===== config.mk =====
export PLATFORM = sky130hd
export DESIGN_NAME = video_timing_gen
export DESIGN_NICKNAME = d
export VERILOG_FILES = /design/src/rtl/video_timing_pkg.sv /design/src/rtl/pixel_en_div.sv /design/src/rtl/video_timing_gen.sv
export SDC_FILE = /design/constraint.sdc
export NUM_CORES = 1
export LEC_CHECK = 0
export BUFFER_PORTS_ARGS = -buffer_cell sky130_fd_sc_hd__buf_2
export CORE_ASPECT_RATIO = 0.9
export CORE_MARGIN = 2
export CORE_UTILIZATION = 53
export CTS_CLUSTER_DIAMETER = 60
export CTS_CLUSTER_SIZE = 16
export DETAILED_ROUTE_END_ITERATION = 12
export PLACE_DENSITY_LB_ADDON = 0.08
export SLEW_MARGIN = 20
export SYNTH_ARGS = -nofsm -noshare
export SYNTH_HDL_FRONTEND = slang
export SYNTH_SLANG_ARGS = --single-unit

===== constraint.sdc =====
create_clock -name clk -period 2.6 [get_ports clk]
set_input_delay 0.39 -clock clk [delete_from_list [all_inputs] [get_ports clk]]
set_output_delay 0.39 -clock clk [all_outputs]
set_load 0.005 [all_outputs]

===== src/rtl/video_timing_pkg.sv =====
// Shared definitions for the raster timing blocks: standard mode timings,
// the per-pixel control word carried down the sync delay line, and clog2.
package video_timing_pkg;

   typedef struct packed {
      int h_active;
      int h_front_porch;
      int h_sync;
      int h_back_porch;
      int v_active;
      int v_front_porch;
      int v_sync;
      int v_back_porch;
      int hsync_pol;
      int vsync_pol;
   } video_timing_t;

   // 640x480@60, 25.175 MHz pixel clock, negative syncs.
   localparam video_timing_t VGA_640X480 = '{
      h_active: 640, h_front_porch: 16, h_sync: 96,  h_back_porch: 48,
      v_active: 480, v_front_porch: 10, v_sync: 2,   v_back_porch: 33,
      hsync_pol: 0,  vsync_pol: 0
   };

   // 800x600@60, 40 MHz pixel clock, positive syncs.
   localparam video_timing_t SVGA_800X600 = '{
      h_active: 800, h_front_porch: 40, h_sync: 128, h_back_porch: 88,
      v_active: 600, v_front_porch: 1,  v_sync: 4,   v_back_porch: 23,
      hsync_pol: 1,  vsync_pol: 1
   };

   // Raw (polarity-free) per-pixel controls, travelling with the upstream pipeline.
   typedef struct packed {
      logic hs;
      logic vs;
      logic act;
   } pix_ctl_t;

   // Number of bits needed to hold values 0..value-1.
   function automatic int clog2(input int value);
      int r;
      r = 0;
      while ((1 << r) < value) r++;
      return r;
   endfunction

endpackage


===== src/rtl/pixel_en_div.sv =====
// Pixel-enable divider: one pe pulse every CLK_DIV clocks while enabled,
// synchronously parked at count 0 when enable is low.
module pixel_en_div
   import video_timing_pkg::*;
#(
   parameter int CLK_DIV = 2
) (
   input  logic clk,
   input  logic rst_n,
   input  logic enable,
   output logic pe
);

   localparam int               DIV_W    = (clog2(CLK_DIV) < 1) ? 1 : clog2(CLK_DIV);
   localparam logic [DIV_W-1:0] DIV_LAST = DIV_W'(CLK_DIV - 1);

   logic [DIV_W-1:0] div_q, div_d;

   // Next count: 0..CLK_DIV-1 while running, back to 0 when disabled.
   always_comb begin
      // NOTE: default assigned before any branch so no path leaves div_d unassigned (no latch).
      div_d = '0;
      if (enable && (div_q != DIV_LAST)) div_d = div_q + 1'b1;
   end

   // Divider state register.
   always_ff @(posedge clk or negedge rst_n) begin
      // NOTE: non-blocking assignments for all flop updates so every register samples pre-edge values.
      if (!rst_n) div_q <= '0;
      else        div_q <= div_d;
   end

   assign pe = enable && (div_q == DIV_LAST);

endmodule


===== src/rtl/video_timing_gen.sv =====
// Parametrised raster timing generator with pipeline-compensated sync/RGB output stage.
module video_timing_gen
   import video_timing_pkg::*;
#(
   parameter int  H_ACTIVE      = VGA_640X480.h_active,
   parameter int  H_FRONT_PORCH = VGA_640X480.h_front_porch,
   parameter int  H_SYNC        = VGA_640X480.h_sync,
   parameter int  H_BACK_PORCH  = VGA_640X480.h_back_porch,
   parameter int  V_ACTIVE      = VGA_640X480.v_active,
   parameter int  V_FRONT_PORCH = VGA_640X480.v_front_porch,
   parameter int  V_SYNC        = VGA_640X480.v_sync,
   parameter int  V_BACK_PORCH  = VGA_640X480.v_back_porch,
   parameter int  CLK_DIV       = 2,
   parameter int  COLOR_W       = 4,
   parameter int  HSYNC_POL     = VGA_640X480.hsync_pol,
   parameter int  VSYNC_POL     = VGA_640X480.vsync_pol,
   parameter int  PIPE_DLY      = 2,
   parameter int  EARLY_LINES   = 1,
   localparam int H_TOTAL       = H_ACTIVE + H_FRONT_PORCH + H_SYNC + H_BACK_PORCH,
   localparam int V_TOTAL       = V_ACTIVE + V_FRONT_PORCH + V_SYNC + V_BACK_PORCH,
   localparam int X_W           = clog2(H_TOTAL),
   localparam int Y_W           = clog2(V_TOTAL)
) (
   input  logic                 clk,
   input  logic                 rst_n,
   input  logic                 enable,
   input  logic [3*COLOR_W-1:0] palette_rgb_data,
   input  logic [Y_W-1:0]       line_irq_cmp,
   output logic                 next_frame,
   output logic                 next_line,
   output logic                 next_pixel,
   output logic                 vblank_pulse,
   output logic                 line_irq_pulse,
   output logic [X_W-1:0]       x_pos,
   output logic [Y_W-1:0]       y_pos,
   output logic [COLOR_W-1:0]   vga_r,
   output logic [COLOR_W-1:0]   vga_g,
   output logic [COLOR_W-1:0]   vga_b,
   output logic                 vga_hsync,
   output logic                 vga_vsync
);

   // Counter landmarks, all expressed as inclusive bounds so none overflows the counter width.
   localparam logic [X_W-1:0] X_LAST      = X_W'(H_TOTAL - 1);
   localparam logic [X_W-1:0] X_ACT_LAST  = X_W'(H_ACTIVE - 1);
   localparam logic [X_W-1:0] HS_FIRST    = X_W'(H_ACTIVE + H_FRONT_PORCH);
   localparam logic [X_W-1:0] HS_LAST     = X_W'(H_ACTIVE + H_FRONT_PORCH + H_SYNC - 1);
   localparam logic [Y_W-1:0] Y_LAST      = Y_W'(V_TOTAL - 1);
   localparam logic [Y_W-1:0] Y_ACT_LAST  = Y_W'(V_ACTIVE - 1);
   localparam logic [Y_W-1:0] VS_FIRST    = Y_W'(V_ACTIVE + V_FRONT_PORCH);
   localparam logic [Y_W-1:0] VS_LAST     = Y_W'(V_ACTIVE + V_FRONT_PORCH + V_SYNC - 1);
   localparam logic [Y_W-1:0] Y_FRAME_REQ = Y_W'(V_TOTAL - 1 - EARLY_LINES);
   localparam logic           HS_ON       = 1'(HSYNC_POL);
   localparam logic           VS_ON       = 1'(VSYNC_POL);

   logic                 pe, h_last, v_last;
   logic [Y_W-1:0]       ny;
   logic [X_W-1:0]       x_q, x_d;
   logic [Y_W-1:0]       y_q, y_d;
   pix_ctl_t             raw;
   pix_ctl_t             dly_q [PIPE_DLY];
   pix_ctl_t             dly_d [PIPE_DLY];
   logic [3*COLOR_W-1:0] rgb_q, rgb_d;
   logic                 hsync_q, hsync_d, vsync_q, vsync_d;

   pixel_en_div #(.CLK_DIV(CLK_DIV)) u_pixel_en_div (
      .clk    (clk),
      .rst_n  (rst_n),
      .enable (enable),
      .pe     (pe)
   );

   assign h_last = (x_q == X_LAST);
   assign v_last = (y_q == Y_LAST);
   assign ny     = v_last ? '0 : y_q + 1'b1;

   // Strobes are decoded straight from pe and the current counters.
   assign next_pixel     = pe;
   assign next_line      = pe && h_last;
   assign next_frame     = next_line && (y_q == Y_FRAME_REQ);
   assign vblank_pulse   = next_line && (y_q == Y_ACT_LAST);
   assign line_irq_pulse = next_line && (ny == line_irq_cmp);

   assign raw.hs  = (x_q >= HS_FIRST) && (x_q <= HS_LAST);
   assign raw.vs  = (y_q >= VS_FIRST) && (y_q <= VS_LAST);
   assign raw.act = (x_q <= X_ACT_LAST) && (y_q <= Y_ACT_LAST);

   // Raster counters: x wraps every line, y steps at line end and wraps every frame.
   always_comb begin
      x_d = x_q;
      y_d = y_q;
      if (!enable) begin
         x_d = '0;
         y_d = '0;
      end else if (pe) begin
         x_d = h_last ? '0 : x_q + 1'b1;
         if (h_last) y_d = ny;
      end
   end

   // Delay line aligns sync/active with the upstream pixel pipeline; output stage applies polarity and blanking.
   always_comb begin
      dly_d   = dly_q;
      rgb_d   = rgb_q;
      hsync_d = hsync_q;
      vsync_d = vsync_q;
      if (!enable) begin
         dly_d   = '{default: '0};
         rgb_d   = '0;
         hsync_d = ~HS_ON;
         vsync_d = ~VS_ON;
      end else if (pe) begin
         dly_d[0] = raw;
         for (int i = 1; i < PIPE_DLY; i++) dly_d[i] = dly_q[i-1];
         rgb_d   = dly_q[PIPE_DLY-1].act ? palette_rgb_data : '0;
         hsync_d = dly_q[PIPE_DLY-1].hs ~^ HS_ON;
         vsync_d = dly_q[PIPE_DLY-1].vs ~^ VS_ON;
      end
   end

   // All timing and output state; async reset to the idle raster with syncs inactive.
   always_ff @(posedge clk or negedge rst_n) begin
      if (!rst_n) begin
         x_q     <= '0;
         y_q     <= '0;
         // NOTE: the delay line is a few flops, not a RAM, so it is reset with everything else.
         dly_q   <= '{default: '0};
         rgb_q   <= '0;
         hsync_q <= ~HS_ON;
         vsync_q <= ~VS_ON;
      end else begin
         x_q     <= x_d;
         y_q     <= y_d;
         dly_q   <= dly_d;
         rgb_q   <= rgb_d;
         hsync_q <= hsync_d;
         vsync_q <= vsync_d;
      end
   end

   assign x_pos     = x_q;
   assign y_pos     = y_q;
   assign vga_r     = rgb_q[3*COLOR_W-1 -: COLOR_W];
   assign vga_g     = rgb_q[2*COLOR_W-1 -: COLOR_W];
   assign vga_b     = rgb_q[COLOR_W-1:0];
   assign vga_hsync = hsync_q;
   assign vga_vsync = vsync_q;

endmodule


* Yosys cells after proc, flatten, opt, wreduce, memory -nomap -nowiden
Index checks and enable logic that the tools add are counted.
** Storage, ports and cells
- Register bits :: 41
- Input port bits :: 25
- Output and inout port bits :: 39
- Word-level logic and storage cells :: 58
** Operators by class
- Add/subtract/negate cells :: 3
- Magnitude comparators :: 6
- Equality and inequality tests :: 7
- Multiplexer cells :: 17
- Bitwise gates (word level) :: 3
- Reduce and logical (&&, ||, !) cells :: 10
** Operators by type and width (count)
- $mux W10 :: 7
- $mux W12 :: 3
- $eq A10 B10 Y1 const B :: 3
- $add A10 B1 Y10 const B :: 2
- $le A10 B10 Y1 const B :: 2
- $le A10 B9 Y1 const B :: 2
- $mux W6 :: 2
- $eq A10 B10 Y1 :: 1
- $eq A10 B9 Y1 const B :: 1
- $ge A10 B10 Y1 const B :: 1
- $ge A10 B9 Y1 const B :: 1
- $logic_and A1 B1 Y1 :: 9
- $mux W1 :: 5
- $ne A2 B1 Y1 const B :: 2
- $not A1 Y1 :: 3
- $reduce_and A2 Y1 :: 1
- $add A1 B1 Y1 const B :: 1

* Longest topological paths before layout
- Word-level depth :: 5
- Gate-level depth with buffers :: 8
- Mapped depth without buffers :: 7

* By module
From an unflattened synthesis, not the netlist that was laid out.
** Second synthesis, totals
- Cells, all modules :: 301
- Area, all modules :: 2549.9 um2
** Modules (own cells, without submodules)
- video_timing_gen :: instances 1, cells each 298, area each 2508.7 um2, sequential area each 1003.5 um2
- pixel_en_div :: instances 1, cells each 3, area each 41.3 um2, sequential area each 25.0 um2

* Worst setup path after synthesis
No wires, ideal clock.
- Kind :: register to output
- Start :: register y_q[0] (netlist: y_pos[0])
- End :: output line_irq_pulse
- Data arrival time :: 1869 ps
- Data required time :: 2210 ps
- Slack :: 341 ps
- Stages on the path, launching flop included :: 9
- Buffers on the path :: 1
- Cell sequence :: dfrtp_1 -> ha_1 -> clkbuf_1 -> nand2_1 -> nor3_4 -> nand2_1 -> xnor2_1 -> o2111ai_1 -> nor4_2
** Between the ends
- Longest elaborated chain between the ends :: 4
- Elaborated cells between the ends (all ways) :: 5
- Classes of those cells :: add/sub: 1; eq/ne: 2; mux: 1; reduce/logical: 1
** Ends and longest elaborated chain
- from (decl) :: line video_timing_gen.sv:59 : logic [Y_W-1:0] y_q, y_d;
- from (signal assigned) :: line video_timing_gen.sv:133 : y_q <= y_d;
- $add A10 B1 Y10 or $eq A10 B10 Y1 (tied branches) :: line video_timing_gen.sv:75, video_timing_gen.sv:74
- $mux W10 (*) :: line video_timing_gen.sv:75 : assign ny = v_last ? '0 : y_q + 1'b1;
- $eq A10 B10 Y1 (*) :: line video_timing_gen.sv:82 : assign line_irq_pulse = next_line && (ny == line_irq_cmp);
- $logic_and A1 B1 Y1 (*) :: line video_timing_gen.sv:82
- to (decl) :: line video_timing_gen.sv:33 : output logic line_irq_pulse,
Mark *: on every way between the ends. The rest lies on a longest branch, timed or not.

* Final worst setup path
- Start :: register y_q[1] (netlist: y_pos[1])
- End :: output line_irq_pulse
The elaborated chain is that of the path after synthesis.

==> reports/qor.txt <==
Outcome = complete, but fails checks
Violated checks = negative setup slack
Clk_lat worst skew = 290 ps
Crit Path Category = flop to primary output
Crit-path most repeated cell = nand2_1
Final setup fails = 1
Layout overhead on the synthesized area = 28.61%
Main synth FF type = dfrtp_1
Reg2reg start = y_pos[4]
Synthesis Warnings = 0
GRT Total Usage = 25.15%
Async SR Flop Fraction = 100.0%
Critical Path End = line_irq_pulse
Final max-slew violation count = 0
Fillers = 368
Vias in the first global route = 2,179
Initial Util = 56.13%
Worst EP arrival = 2270 ps
Synth area leaders = dfrtp_1, a21boi_0, nand2_1
FMAX = 0.3763 GHz
CTS Sinks = 41
Die W = 76.92 µm
Worst setup margin = -57.70 ps
Antenna Nets Post-Route = 0
H-tree depth = 2
Count of cell types in the netlist = 58
Syn Nets = 305
CTS max path bufs = 2
Critical path peak fanout = 5
Syn_area_per_cell = 9.222 µm²
First-pass GRT wire length = 10,830 µm
Final period util = 102.2%
Share of the synthesized area in the top cell type = 38.48%
Max_slew headroom = 40.87%
Share of cells above drive strength 1 = 38.63%
Die H = 69.63 µm
Crit. End Element = primary output
Root Driver = clkbuf_8
Leakage = 1.538 nW
Most frequent cells in the layout = buf_2, dfrtp_1, buf_4
PortBufs = 63
TritonCTS clock tree = yes
Cell area power density = 359.2 nW/µm²
Worst R2R Setup Slack = 30 ps
Hold Buf Count CTS = 0
Drt total wl = 6672 µm
Minimum clock period = 2658 ps
Post-synth EDFFs = 0
Final Instance Area = 3262 µm²
Core box area = 4518 µm²
Critical path's slowest cell = dfrtp_1
Post-detailed-route wirelength per cell = 15.63 µm
Num ports = 64
Clk slew on worst S/H paths = 80 ps
Count of non-filler cells in the finished layout = 427
Crit path required time = 2210 ps
Most common cell after layout, fill and taps aside = buf_2
Sequential share of the synthesized area = 40.55%
Diodes inserted = 0
Placed wire-length estimate = 4344 µm
Largest vdd supply drop = 0.4478 mV
Type of origin of the critical path = flop
R2R depth = 13
RD Place Congestion = 0.8911
Site row count = 23
Via density = 5.525
Initial antenna violation count = 0
Placed Cells = 394
CTS buffer count = 5
Nets = 394
Register bit total from synthesis = 41
Post-Syn Area = 2536 µm²
Critical Path, Cell by Cell = ha_1 -> nand2_1 -> nor3_4 -> nand2_1 -> xnor2_1 -> o2111ai_1 -> nor4_2 -> buf_2
Placed Area = 2912 µm²
Largest net degree at the start of global routing = 42
Slowest Stage Delay on Critical Path = 410 ps
Drt first pass iters = 4
Hold Crit Class = primary input to async pin
Final hold violations = 0
GRT overflow = 0
Reg-to-Reg End = y_pos[9]
DRC = 0
Mapped Cells = 275
Area leader, netlist = dfrtp_1
Worst Setup SP = y_pos[1]
Unrepaired setup endpoints after global routing = yes
Die Area = 5355 µm²
Max cap viols = 0
Fin Clk Skew = 4.060 ps
Worst Max-Slew Pin Slew = 886.9 ps
Total number of vias = 2,359
Initial DRC count = 239
[logic make-up (layout without fill, tap and decap cells)]
family                     Yosys count  in the layout  synth area share, %
AOI/OAI and AO/OA                   59             59                15.89
DFF                                 41             41                40.55
buffers and inverters               28            117                5.426
and+or+nand+nor                    122            123                28.52
xor gates and xnor gates            16             16                5.526
adders and majority gates            5              5                2.467
muxes                                4              4                1.628
[layout make-up]
class                   instances  area (µm²)  share of cell area (%)
repair buffers                 97       570.5                   17.49
flip-flops and latches         41        1032                   31.65
clock buffers                   5       68.82                   2.110
multi-input cells             207        1450                   44.46
well taps                      62       77.57                   2.378
inverters                      12       45.04                   1.381
clock inverters                 3       17.52                  0.5370
[per-layer routing]
| layer | part of all wire [%] | wire length [µm] | GRT usage (%) | up-vias |
|---|---|---|---|---|
| met5 | 0 | 0 | 0 | - |
| met2 | 45 | 3017 | 36.55 | 94 |
| li1 | - | - | - | 1143 |
| met3 | 7.1 | 473 | 5.729 | 15 |
| met1 | 46 | 3075 | 38.07 | 1107 |
| met4 | 1.6 | 104 | 5.859 | 0 |
[stage by stage]
step	hold slack (ps)	TNS, ps	util (%)	total power, mW	worst slack, ps
after CTS	245.9	0	69.15	1.180	7.826
final	217.7	-57.70	72.20	1.172	-57.70
after floorplan	94.41	0	-	0.7157	340.9
after detailed placement	479.6	0	64.44	0.7692	149.4
after global placement	485.8	0	64.44	0.7677	274.9
after global routing	279.6	-165.5	72.20	1.220	-99.60
[cell usage after synthesis, types with 3 or more instances]
cell and number:
o31ai_2 3, clkbuf_1 9, o31ai_1 3, nand2_1 29, nand2b_1 11, inv_1 10, a21boi_0 15, nor3_1 4
xnor2_1 8, nand4_1 6, a21oi_1 6, mux2i_1 3, nor2_1 14, ha_1 5, o21ai_1 9, nand3_1 18
and2_1 4, dfrtp_1 39, or3_1 3, buf_6 4, and3_1 3, nor2b_1 7, o21ai_0 10, xor2_1 8
[worst min path at each step]
stage	start	end	slack (ps)
2_1_floorplan	rst_n	dly_q[0]	90
3_3_place_gp	dly_q[5]	dly_q[5]	490
3_5_place_dp	dly_q[5]	dly_q[5]	480
4_1_cts	rst_n	y_pos[7]	250
5_1_grt	rst_n	y_pos[5]	280
6_report	rst_n	y_pos[5]	220
[report_power, final]
part / internal (mW) / total, mW / switching, mW
Combinational: 0.0470 / 0.116 / 0.0694
Sequential: 0.644 / 0.649 / 0.00565
Clock: 0.185 / 0.406 / 0.221
[worst max-delay path: cells and delay by family, from the launching register on]
family	cells	cell delay, ps
buffers and inverters	1	160
XOR/XNOR	1	210
AO/OA/AOI/OAI	1	160
flip-flops	1	410
adder cells (fa/ha/maj)	1	200
AND/OR/NAND/NOR	4	850
[state kept, by name (all words and copies together) (netlist names)]
name / flops
rgb_q: 12
dly_q: 6
vga_hsync: 1
vga_vsync: 1
x_pos: 10
y_pos: 10
u_pixel_en_div.div_q: 1
[timing repair]
action | CTS | global route
buffers inserted | 15 | 9
endpoints found under the setup margin | 1 | 5
resized for setup | 7 | 12
pin swaps | 3 | 9
cloned | 0 | 1
(Power assumes the default switching activity.)
